==> src/rtl/simple_pkg.sv <==
// Shared definitions for the SIMPLE datapath: opcodes, flag bit positions,
// writeback source selects and the writeback FSM state type.
package simple_pkg;

    localparam logic [3:0] OP_ADD  = 4'b0000;
    localparam logic [3:0] OP_SUB  = 4'b0001;
    localparam logic [3:0] OP_AND  = 4'b0010;
    localparam logic [3:0] OP_OR   = 4'b0011;
    localparam logic [3:0] OP_XOR  = 4'b0100;
    localparam logic [3:0] OP_CMP  = 4'b0101;
    localparam logic [3:0] OP_MOV  = 4'b0110;
    localparam logic [3:0] OP_RSV7 = 4'b0111;
    localparam logic [3:0] OP_SLL  = 4'b1000;
    localparam logic [3:0] OP_SLR  = 4'b1001;
    localparam logic [3:0] OP_SRL  = 4'b1010;
    localparam logic [3:0] OP_SRA  = 4'b1011;
    localparam logic [3:0] OP_IN   = 4'b1100;
    localparam logic [3:0] OP_OUT  = 4'b1101;
    localparam logic [3:0] OP_RSVE = 4'b1110;
    localparam logic [3:0] OP_HALT = 4'b1111;

    localparam int FLAG_S = 3;
    localparam int FLAG_Z = 2;
    localparam int FLAG_C = 1;
    localparam int FLAG_V = 0;

    typedef enum logic [1:0] {
        SRC_ALU,
        SRC_SFT,
        SRC_EXT
    } wb_src_e;

    typedef enum logic [1:0] {
        FLG_NONE,
        FLG_ALU,
        FLG_SFT
    } flag_src_e;

    typedef enum logic {
        ST_RUN,
        ST_HALTED
    } wb_state_e;

endpackage

==> src/rtl/exec_writeback_wb_select.sv <==
// wb_select: combinational opcode decode for writeback (also used by hazard unit).
// In: op. Out: write_en, data_sel, flag_sel, is_out, is_halt.
module wb_select
    import simple_pkg::*;
(
    input  logic [3:0] op,
    output logic       write_en,
    output wb_src_e    data_sel,
    output flag_src_e  flag_sel,
    output logic       is_out,
    output logic       is_halt
);

    always_comb begin
        write_en = 1'b0;
        data_sel = SRC_ALU;
        flag_sel = FLG_NONE;
        is_out   = 1'b0;
        is_halt  = 1'b0;
        unique case (op)
            OP_ADD, OP_SUB, OP_AND, OP_OR, OP_XOR, OP_MOV: begin
                write_en = 1'b1;
                flag_sel = FLG_ALU;
            end
            OP_CMP: flag_sel = FLG_ALU;
            OP_SLL, OP_SLR, OP_SRL, OP_SRA: begin
                write_en = 1'b1;
                data_sel = SRC_SFT;
                flag_sel = FLG_SFT;
            end
            OP_IN: begin
                write_en = 1'b1;
                data_sel = SRC_EXT;
            end
            OP_OUT:  is_out  = 1'b1;
            OP_HALT: is_halt = 1'b1;
            default: ; // reserved opcodes retire as NOP
        endcase
    end

endmodule

==> src/rtl/exec_writeback.sv <==
// exec_writeback: writeback stage; registers RF write, SZCV flags, OUT port, halt.
// Ports: clk/rst, in_valid/in_ready, op/rd/results/flags/rs_data/ext_in in;
// wb_en/wb_addr/wb_data, flags, out_data/out_valid, halted out.
// Option WB_RETIRE_COUNT_EN adds a 32-bit `retired` accept counter.
module exec_writeback
    import simple_pkg::*;
#(
    parameter int DW = 16,
    parameter int RW = 3
) (
    input  logic          clk,
    input  logic          rst,
    input  logic          in_valid,
    output logic          in_ready,
    input  logic [3:0]    op,
    input  logic [RW-1:0] rd,
    input  logic [DW-1:0] alu_result,
    input  logic [3:0]    alu_szcv,
    input  logic [DW-1:0] sft_result,
    input  logic [3:0]    sft_szcv,
    input  logic [DW-1:0] rs_data,
    input  logic [DW-1:0] ext_in,
    output logic          wb_en,
    output logic [RW-1:0] wb_addr,
    output logic [DW-1:0] wb_data,
    output logic [3:0]    flags,
    output logic [DW-1:0] out_data,
    output logic          out_valid,
`ifdef WB_RETIRE_COUNT_EN
    output logic [31:0]   retired,
`endif
    output logic          halted
);

    logic      write_en;
    wb_src_e   data_sel;
    flag_src_e flag_sel;
    logic      is_out;
    logic      is_halt;
    logic      accept;
    logic [DW-1:0] sel_data;
    wb_state_e state_q;
    wb_state_e state_d;

    wb_select u_sel (
        .op       (op),
        .write_en (write_en),
        .data_sel (data_sel),
        .flag_sel (flag_sel),
        .is_out   (is_out),
        .is_halt  (is_halt)
    );

    assign accept = in_valid && in_ready;

    always_ff @(posedge clk) begin
        if (rst) state_q <= ST_RUN;
        else     state_q <= state_d;
    end

    always_comb begin
        state_d = state_q;
        unique case (state_q)
            ST_RUN:    if (accept && is_halt) state_d = ST_HALTED;
            ST_HALTED: state_d = ST_HALTED;
        endcase
    end

    always_comb begin
        in_ready = (state_q == ST_RUN);
        halted   = (state_q == ST_HALTED);
    end

    always_comb begin
        sel_data = alu_result;
        unique case (data_sel)
            SRC_ALU: sel_data = alu_result;
            SRC_SFT: sel_data = sft_result;
            SRC_EXT: sel_data = ext_in;
            default: sel_data = alu_result;
        endcase
    end

    always_ff @(posedge clk) begin
        if (rst) begin
            wb_en     <= 1'b0;
            wb_addr   <= '0;
            wb_data   <= '0;
            flags     <= 4'b0000;
            out_data  <= '0;
            out_valid <= 1'b0;
        end else begin
            wb_en     <= accept && write_en;
            out_valid <= accept && is_out;
            if (accept && write_en) begin
                wb_addr <= rd;
                wb_data <= sel_data;
            end
            if (accept && flag_sel == FLG_ALU) flags <= alu_szcv;
            if (accept && flag_sel == FLG_SFT) flags <= sft_szcv;
            if (accept && is_out) out_data <= rs_data;
        end
    end

`ifdef WB_RETIRE_COUNT_EN
    logic [31:0] retire_q;

    // Counts every accept, NOPs and HALT included; wraps naturally.
    always_ff @(posedge clk) begin
        if (rst)         retire_q <= '0;
        else if (accept) retire_q <= retire_q + 32'd1;
    end

    assign retired = retire_q;
`endif

endmodule

==> config.mk <==
export PLATFORM = sky130hd
export DESIGN_NAME = exec_writeback
export DESIGN_NICKNAME = d
export VERILOG_FILES = /design/src/rtl/simple_pkg.sv /design/src/rtl/exec_writeback_wb_select.sv /design/src/rtl/exec_writeback.sv
export SDC_FILE = /design/constraint.sdc
export NUM_CORES = 1
export LEC_CHECK = 0
export CAP_MARGIN = 20
export CORE_AREA = 5 5 79 81
export CTS_CLUSTER_DIAMETER = 60
export DETAILED_ROUTE_END_ITERATION = 8
export DIE_AREA = 0 0 84 86
export PLACE_DENSITY = 0.79
export SLEW_MARGIN = 20
export SYNTH_ARGS = -nofsm -noshare
export SYNTH_HDL_FRONTEND = slang
export SYNTH_HIERARCHICAL = 1
export SYNTH_SLANG_ARGS = --single-unit
export TNS_END_PERCENT = 30
==> constraint.sdc <==
create_clock -name clk -period 1.85 [get_ports clk]
set_input_delay 0.185 -clock clk [delete_from_list [all_inputs] [get_ports clk]]
set_output_delay 0.185 -clock clk [all_outputs]
set_load 0.01 [all_outputs]
After elaboration in Yosys (flattened, before gate mapping)
Index checks and enable logic that the tools add are counted. W data, S select, Z words.

Input bits: 82. Word-level logic and storage cells: 46. Flip-flop bits (word level): 42.

Eq/ne operators: 17. Mux-type cells: 10. Reduce and logical (&&, ||, !) cells: 11. Bitwise gates (word level): 1.

Operators by type and width (number): $pmux W16 S2 (1); $eq A4 B4 Y1 const B (7); $eq A4 B3 Y1 const B (3); $reduce_or A11 Y1 (1); $eq A4 B2 Y1 const B (2); $mux W4 (2); $pmux W2 S2 (2); $reduce_or A7 Y1 (1); $logic_and A1 B1 Y1 (6); $eq A2 B1 Y1 const B (2); $eq A2 B2 Y1 const B (2); $eq A4 B1 Y1 const B (1); $logic_not A4 Y1 (1); $mux W1 (4); $reduce_or A4 Y1 (1); $pmux W1 S2 (1); $reduce_bool A2 Y1 (1); $not A1 Y1 (1).

Logic depth before layout (Yosys ltp)
Gate-level depths: netlist of the first run.

Depth in word-level cells: 7. Depth in mapped cells: 9.

By module
Netlist of the first run, hierarchy kept.

Modules (own cells, without submodules): exec_writeback (seq. area each 840.8 um2, times used 1, cells an instance 214, area an instance 1834.3 um2); wb_select (seq. area each 0.0 um2, times used 1, cells an instance 10, area an instance 71.3 um2).

Worst setup path after synthesis of the first run
No wires, ideal clock.

Kind: input port to flip-flop. Start: input op[2]. End: register wb_data[8]. Arrival: 1.377 ns. Slack: 0.357 ns. Required time: 1.734 ns. Stages: 8. Cell sequence: and2b_2 inv_1 ha_1 clkbuf_1 buf_2 a22oi_1 o21ai_1 a22o_4.

Cells in the longest elaborated chain, start to end: 5. Elaborated cells between the ends (all ways): 19.

RTL lines: from (decl) (line exec_writeback.sv:15) `input logic [3:0] op,`; $eq A4 B4 Y1 (line exec_writeback_wb_select.sv:20) `unique case (op)`; $reduce_or A4 Y1 (line exec_writeback_wb_select.sv:20); $pmux W2 S2 (line exec_writeback_wb_select.sv:20); $eq A2 B2 Y1 or $eq A2 B1 Y1 (tied branches) (line exec_writeback.sv:76) `unique case (data_sel)`; $pmux W16 S2 (line exec_writeback.sv:76); to (signal assigned) (line exec_writeback.sv:97) `wb_data <= sel_data;`; to (decl) (line exec_writeback.sv:25) `output logic [DW-1:0] wb_data,`.

Several ways; a longest one is shown, not always the timed one. A chain may end at the register's enable or synchronous reset.

Final worst setup path of the first run
Start: input op[3]. End: register wb_data[0].

Cells in the longest elaborated chain, start to end: 5. Elaborated cells between the ends (all ways): 19.

RTL lines: $eq A4 B4 Y1 (line exec_writeback_wb_select.sv:20); $reduce_or A4 Y1 (line exec_writeback_wb_select.sv:20); $pmux W2 S2 (*) (line exec_writeback_wb_select.sv:20); via data_sel[1] (line exec_writeback.sv:36) `wb_src_e data_sel;`; $eq A2 B2 Y1 or $eq A2 B1 Y1 (tied branches) (line exec_writeback.sv:76); $pmux W16 S2 (*) (line exec_writeback.sv:76).

Mark *: on every way through the listed nets, which the timed path passes. The rest lies on a longest branch.

==> results of run 1 <==
worst paths after layout:
kind | startpoint | endpoint | slack (ns) | depth (start not counted)
setup / recovery | op[3] | wb_data[0] | 0.17 | 9
hold / removal | rs_data[10] | out_data[10] | 0.45 | 3
setup reg to reg | halted | wb_data[3] | 0.53 | 3
hold reg to reg | out_data[12] | out_data[12] | 0.45 | 2
state kept, by name (all words and copies together) (netlist names):
signal and count:
wb_data 16, wb_addr 3, flags 4, wb_en 1, out_data 16, halted 1
out_valid 1
metal layers:
layer / routed length, um / up-vias
li1: - / 1049
met1: 2510 / 906
met2: 2600 / 104
met3: 655 / 8
met4: 67 / 0
met5: 0 / -
cells in the mapped netlist, drive strengths merged:
| cell type | count |
|---|---|
| nand2 | 54 |
| dfxtp | 42 |
| a21oi | 25 |
| o21ai | 20 |
| a22o | 16 |
| a22oi | 16 |
| clkbuf | 9 |
| buf | 7 |
| and3b | 5 |
| nor2 | 5 |
| inv | 3 |
| nand3 | 3 |
| a211oi | 2 |
| and2b | 2 |
| ha | 2 |
| mux2i | 2 |
| nand3b | 2 |
| a21o | 1 |
| a31oi | 1 |
| and4bb | 1 |
| nand2b | 1 |
| nor2b | 1 |
| nor3 | 1 |
| nor3b | 1 |
| xnor2 | 1 |
| xor2 | 1 |
cell families after synthesis:
logic type | after synthesis | synth area share
DFF | 42 | 0.441
AOI/OAI and AO/OA | 81 | 0.280
xor gates and xnor gates | 2 | 0.00919
adders and majority gates | 2 | 0.0131
buffers and inverters | 19 | 0.0525
muxes | 2 | 0.0105
and+or+nand+nor | 76 | 0.193
metrics by stage:
stage	utilization	setup TNS (ns)	hold slack, ns
finish	0.641	0	0.451
global route	0.641	0	0.453
CTS	0.641	0	0.433
detailed placement	0.615	-1.70	0.448
global placement	0.615	-0.899	0.443
floorplan	-	0	0.321
critical path, cell delays in order:
cell and delay, ns:
clkdlybuf4s50_1 0.55, nand2_2 0.08, nor3_2 0.14, inv_1 0.06, ha_1 0.21, buf_12 0.15
a22oi_1 0.18, o21ai_0 0.10, a22o_1 0.19
power by group through the flow:
stage	Combinational [mW]	Sequential, mW	Clock, mW
finish	0.481	0.961	0.883
global route	0.521	0.967	0.943
CTS	0.486	0.962	0.906
detailed placement	0.484	0.982	0
global placement	0.477	0.982	0
floorplan	0.154	0.998	0
final cells by class:
type	count	area (um^2)
Multi-Input combinational cell	163	965
Clock inverter	2	60.1
Timing Repair Buffer	139	1420
Fill cell	476	1940
Tap cell	72	90.1
Sequential cell	42	841
Clock buffer	6	82.6
Inverter	3	11.3
==> impl_metrics.ini, run 1 <==
[run_status]
status = complete, no violations

[placed_design]
portBuffers = 124
place_congestion = 0.777
place_ws_ns = -0.147
placedCellCount = 419
placed_area_mm2 = 0.00332
dp_hpwl_um = 4690

[yosys]
seq_area_frac_synth = 0.441
syn_nets = 308
synth_area_mm2 = 0.00191
ys_types = 33
ys_ff_latch = 42
ys_warn_count = 6
syn_inst = 224
yosysTopAreaCellShare = 0.441
yosys.area.top_type = dfxtp_1
syn_avg_cell_area_um2 = 8.51
synth_area_leaders = dfxtp_1 (44%), nand2_1 (10%), a22o_1 (6.9%), a21oi_1 (6.3%), a22oi_1 (6.3%)

[pwr]
total_power_mw = 2.33
pwr-share-clk = 0.380
leakage_nw = 1.30
sw_frac_of_total = 0.216
p_int_mw = 1.82
peakVddDrop_uv = 402
power_frac_comb = 0.207
p_switching_mw = 0.503
seqPwrFrac = 0.413
power_density_mw_per_mm2 = 671

[die]
rows = 27
die_h_um = 86
start_util = 0.353
core-area_mm2 = 0.00541
die-area_mm2 = 0.00722
die_w_um = 84
ioPinCount = 125

[critical_path]
startpoint_type = primary input
end_kind = flip-flop
crit_type = primary input to flip-flop
cp.required_ns = 2.03
path_max_fanout = 16
critical_path_arrival_ns = 1.86

[sta]
min_period_ns = 1.68
rsz0062_at_grt = no
setup_viol_count_final = 0
worst_slew_pin_slew_ns = 0.468
fmax_mhz = 595
hold_violations = 0
relSlewSlack = 0.687
postLayoutSetupSlackWorst_ns = 0.171
period_share = 0.908
drv_slew = 0
fin_skew_ns = 0.00596

[route]
viasPerCell = 4.84
drc = 0
dr.first_iter.drc_count = 77
vias = 2067
wire_per_inst_um = 13.7
ant_nets = 0
wl_um = 5830
drt-pass1-iter-count = 4

[cts]
clock_path_buffers = 2
cts_setup_buffers = 0
clock-sinks = 42
cts_tree = built
cts_resized = 0
clk_pin_slew_ns = 0.08
numCtsBuffers = 5
htree_levels = 2
insertion_delay_ns = 0.29
hold_buffers = 0
root_buffer = clkbuf_8

[finish]
final_net_count = 438
final_cell_mix = clkdlybuf4s50_1 (124), nand2_1 (53), dfxtp_1 (42)
final_common_cell = clkdlybuf4s50_1
antennaDiodeCount = 0
final_area_mm2 = 0.00347
fin_cells = 427
drive_gt1_frac = 0.0930
area_growth_syn_to_layout_pct = 81.9

[global_route]
grt_pass1_vias = 2002
grt.met3_usage = 0.0634
antenna_found_initial = 0
grt_pass1_wl_um = 9250
grtUsageTotal = 0.156
met2_usage = 0.264
use_met1 = 0.183
busiest_layer = met2
grt_max_degree = 33
grt.overflow.total = 0

[min_path]
hold_path_class = primary input to flip-flop

[run]
cap_violations = 0
Note: power is estimated with default switching activity, not from simulation.
==> run 2, diff against run 1 <==
--- a/config.mk
+++ b/config.mk
@@ -6,10 +6,10 @@
 export NUM_CORES = 1
 export LEC_CHECK = 0
 export CAP_MARGIN = 20
-export CORE_AREA = 5 5 79 81
+export CORE_AREA = 2 2 76 78
 export CTS_CLUSTER_DIAMETER = 60
 export DETAILED_ROUTE_END_ITERATION = 8
-export DIE_AREA = 0 0 84 86
+export DIE_AREA = 0 0 78 80
 export PLACE_DENSITY = 0.79
 export SLEW_MARGIN = 20
 export SYNTH_ARGS = -nofsm -noshare
==> impl_metrics.ini, run 2 (synthesis gave the netlist of run 1 again) <==
[critical_path]
critPathLaunch = op[2]
path_max_fanout = 16
critical_path_arrival_ns = 1.87
cp.required_ns = 2.03
startpoint_type = primary input
end_kind = flip-flop
crit_type = primary input to flip-flop
crit-reg2reg-launch = halted

[route]
wl_um = 5440
ant_nets = 0
drt-pass1-iter-count = 5
vias = 2069
viasPerCell = 4.83
drc = 0
wire_per_inst_um = 12.7
dr.first_iter.drc_count = 52

[sta]
period_share = 0.914
hold_violations = 0
fmax_mhz = 592
min_period_ns = 1.69
setup_viol_count_final = 0
fin_skew_ns = 0.00167
drv_slew = 0
rsz0062_at_grt = no
relSlewSlack = 0.684
worst_slew_pin_slew_ns = 0.473

[global_route]
grt_pass1_vias = 1918
grt.overflow.total = 0
antenna_found_initial = 0
grt_pass1_wl_um = 8650
grtUsageTotal = 0.175
grt_max_degree = 33

[die]
die_w_um = 78
ioPinCount = 125
rows = 27
start_util = 0.353
core-area_mm2 = 0.00541
die-area_mm2 = 0.00624
die_h_um = 80

[finish]
top_regs = out_data (16), wb_data (16), flags (4)
final_net_count = 439
final_common_cell = clkdlybuf4s50_1
final_cell_mix = clkdlybuf4s50_1 (124), nand2_1 (53), dfxtp_1 (42)
finish.utilization = 0.633
fin_cells = 428
area_growth_syn_to_layout_pct = 79.6
drive_gt1_frac = 0.0927
antennaDiodeCount = 0

[cts]
clock-sinks = 42
hold_buffers = 0
clk_pin_slew_ns = 0.07
root_buffer = clkbuf_8
cts_resized = 0
htree_levels = 2
numCtsBuffers = 5
insertion_delay_ns = 0.28
cts_setup_buffers = 0
cts_tree = built
clock_path_buffers = 2

[placed_design]
portBuffers = 124
placedCellCount = 420
dp_hpwl_um = 4300
place_congestion = 0.728

[min_path]
hp-start = rs_data[5]
hold_path_class = primary input to flip-flop

[pwr]
power_density_mw_per_mm2 = 593
leakage_nw = 1.28
peakVddDrop_uv = 278

[run_status]
status = complete, no violations

[run]
cap_violations = 0
[run 2: power by group]
part / internal, mW / switching, mW / total (mW) / leakage [nW]
Sequential: 0.941 / 0.0204 / 0.961 / 0.342
Clock: 0.301 / 0.285 / 0.586 / 0.0482
Combinational: 0.307 / 0.174 / 0.481 / 0.887
[run 2: worst paths after layout]
check | endpoint | slack, ns | cells after the start
min | out_data[5] | 0.45 | 3
max | wb_data[1] | 0.16 | 9
min reg2reg | out_data[0] | 0.45 | 2
max reg2reg | wb_data[11] | 0.55 | 3
[run 2: critical path, cell delays in order]
cell	delay, ns
clkdlybuf4s50_1	0.51
nand2_2	0.08
nor3_2	0.14
inv_1	0.06
ha_1	0.22
buf_12	0.16
a22oi_1	0.20
o21ai_0	0.13
a22o_1	0.18
[run 2: metrics by stage]
stage	total power [mW]	cell area, um^2	setup WS (ns)	TNS [ns]	hold slack, ns
finish	2.03	3420	0.160	0	0.447
global route	2.15	3420	0.0559	0	0.446
CTS	2.06	3420	0.160	0	0.434
detailed placement	1.47	3330	-0.146	-1.13	0.446
global placement	1.46	3330	-0.0919	-0.370	0.442
floorplan	1.15	1910	0.357	0	0.321
[run 2: area by class of cell]
type	instances	area, um^2
inverters	3	11.3
multi-input cells	163	965
repair buffers	140	1420
clock inverters	1	5.00
clock buffers	7	86.3
flip-flops and latches	42	841
well taps	72	90.1
fillers	474	1980
[run 2: layer usage]
metal	vias up	global-route usage	part of all wire
met5	-	0	0
met4	0	0.0509	0.010
met3	6	0.0735	0.10
met2	101	0.310	0.47
met1	914	0.190	0.42
li1	1048	-	-
==> run 3, diff against run 2 <==
--- a/config.mk
+++ b/config.mk
@@ -5,7 +5,6 @@
 export SDC_FILE = /design/constraint.sdc
 export NUM_CORES = 1
 export LEC_CHECK = 0
-export CAP_MARGIN = 20
 export CORE_AREA = 2 2 76 78
 export CTS_CLUSTER_DIAMETER = 60
 export DETAILED_ROUTE_END_ITERATION = 8
==> results of run 3 <==
The final DEF is identical to that of run 2; final timing and power are the same.
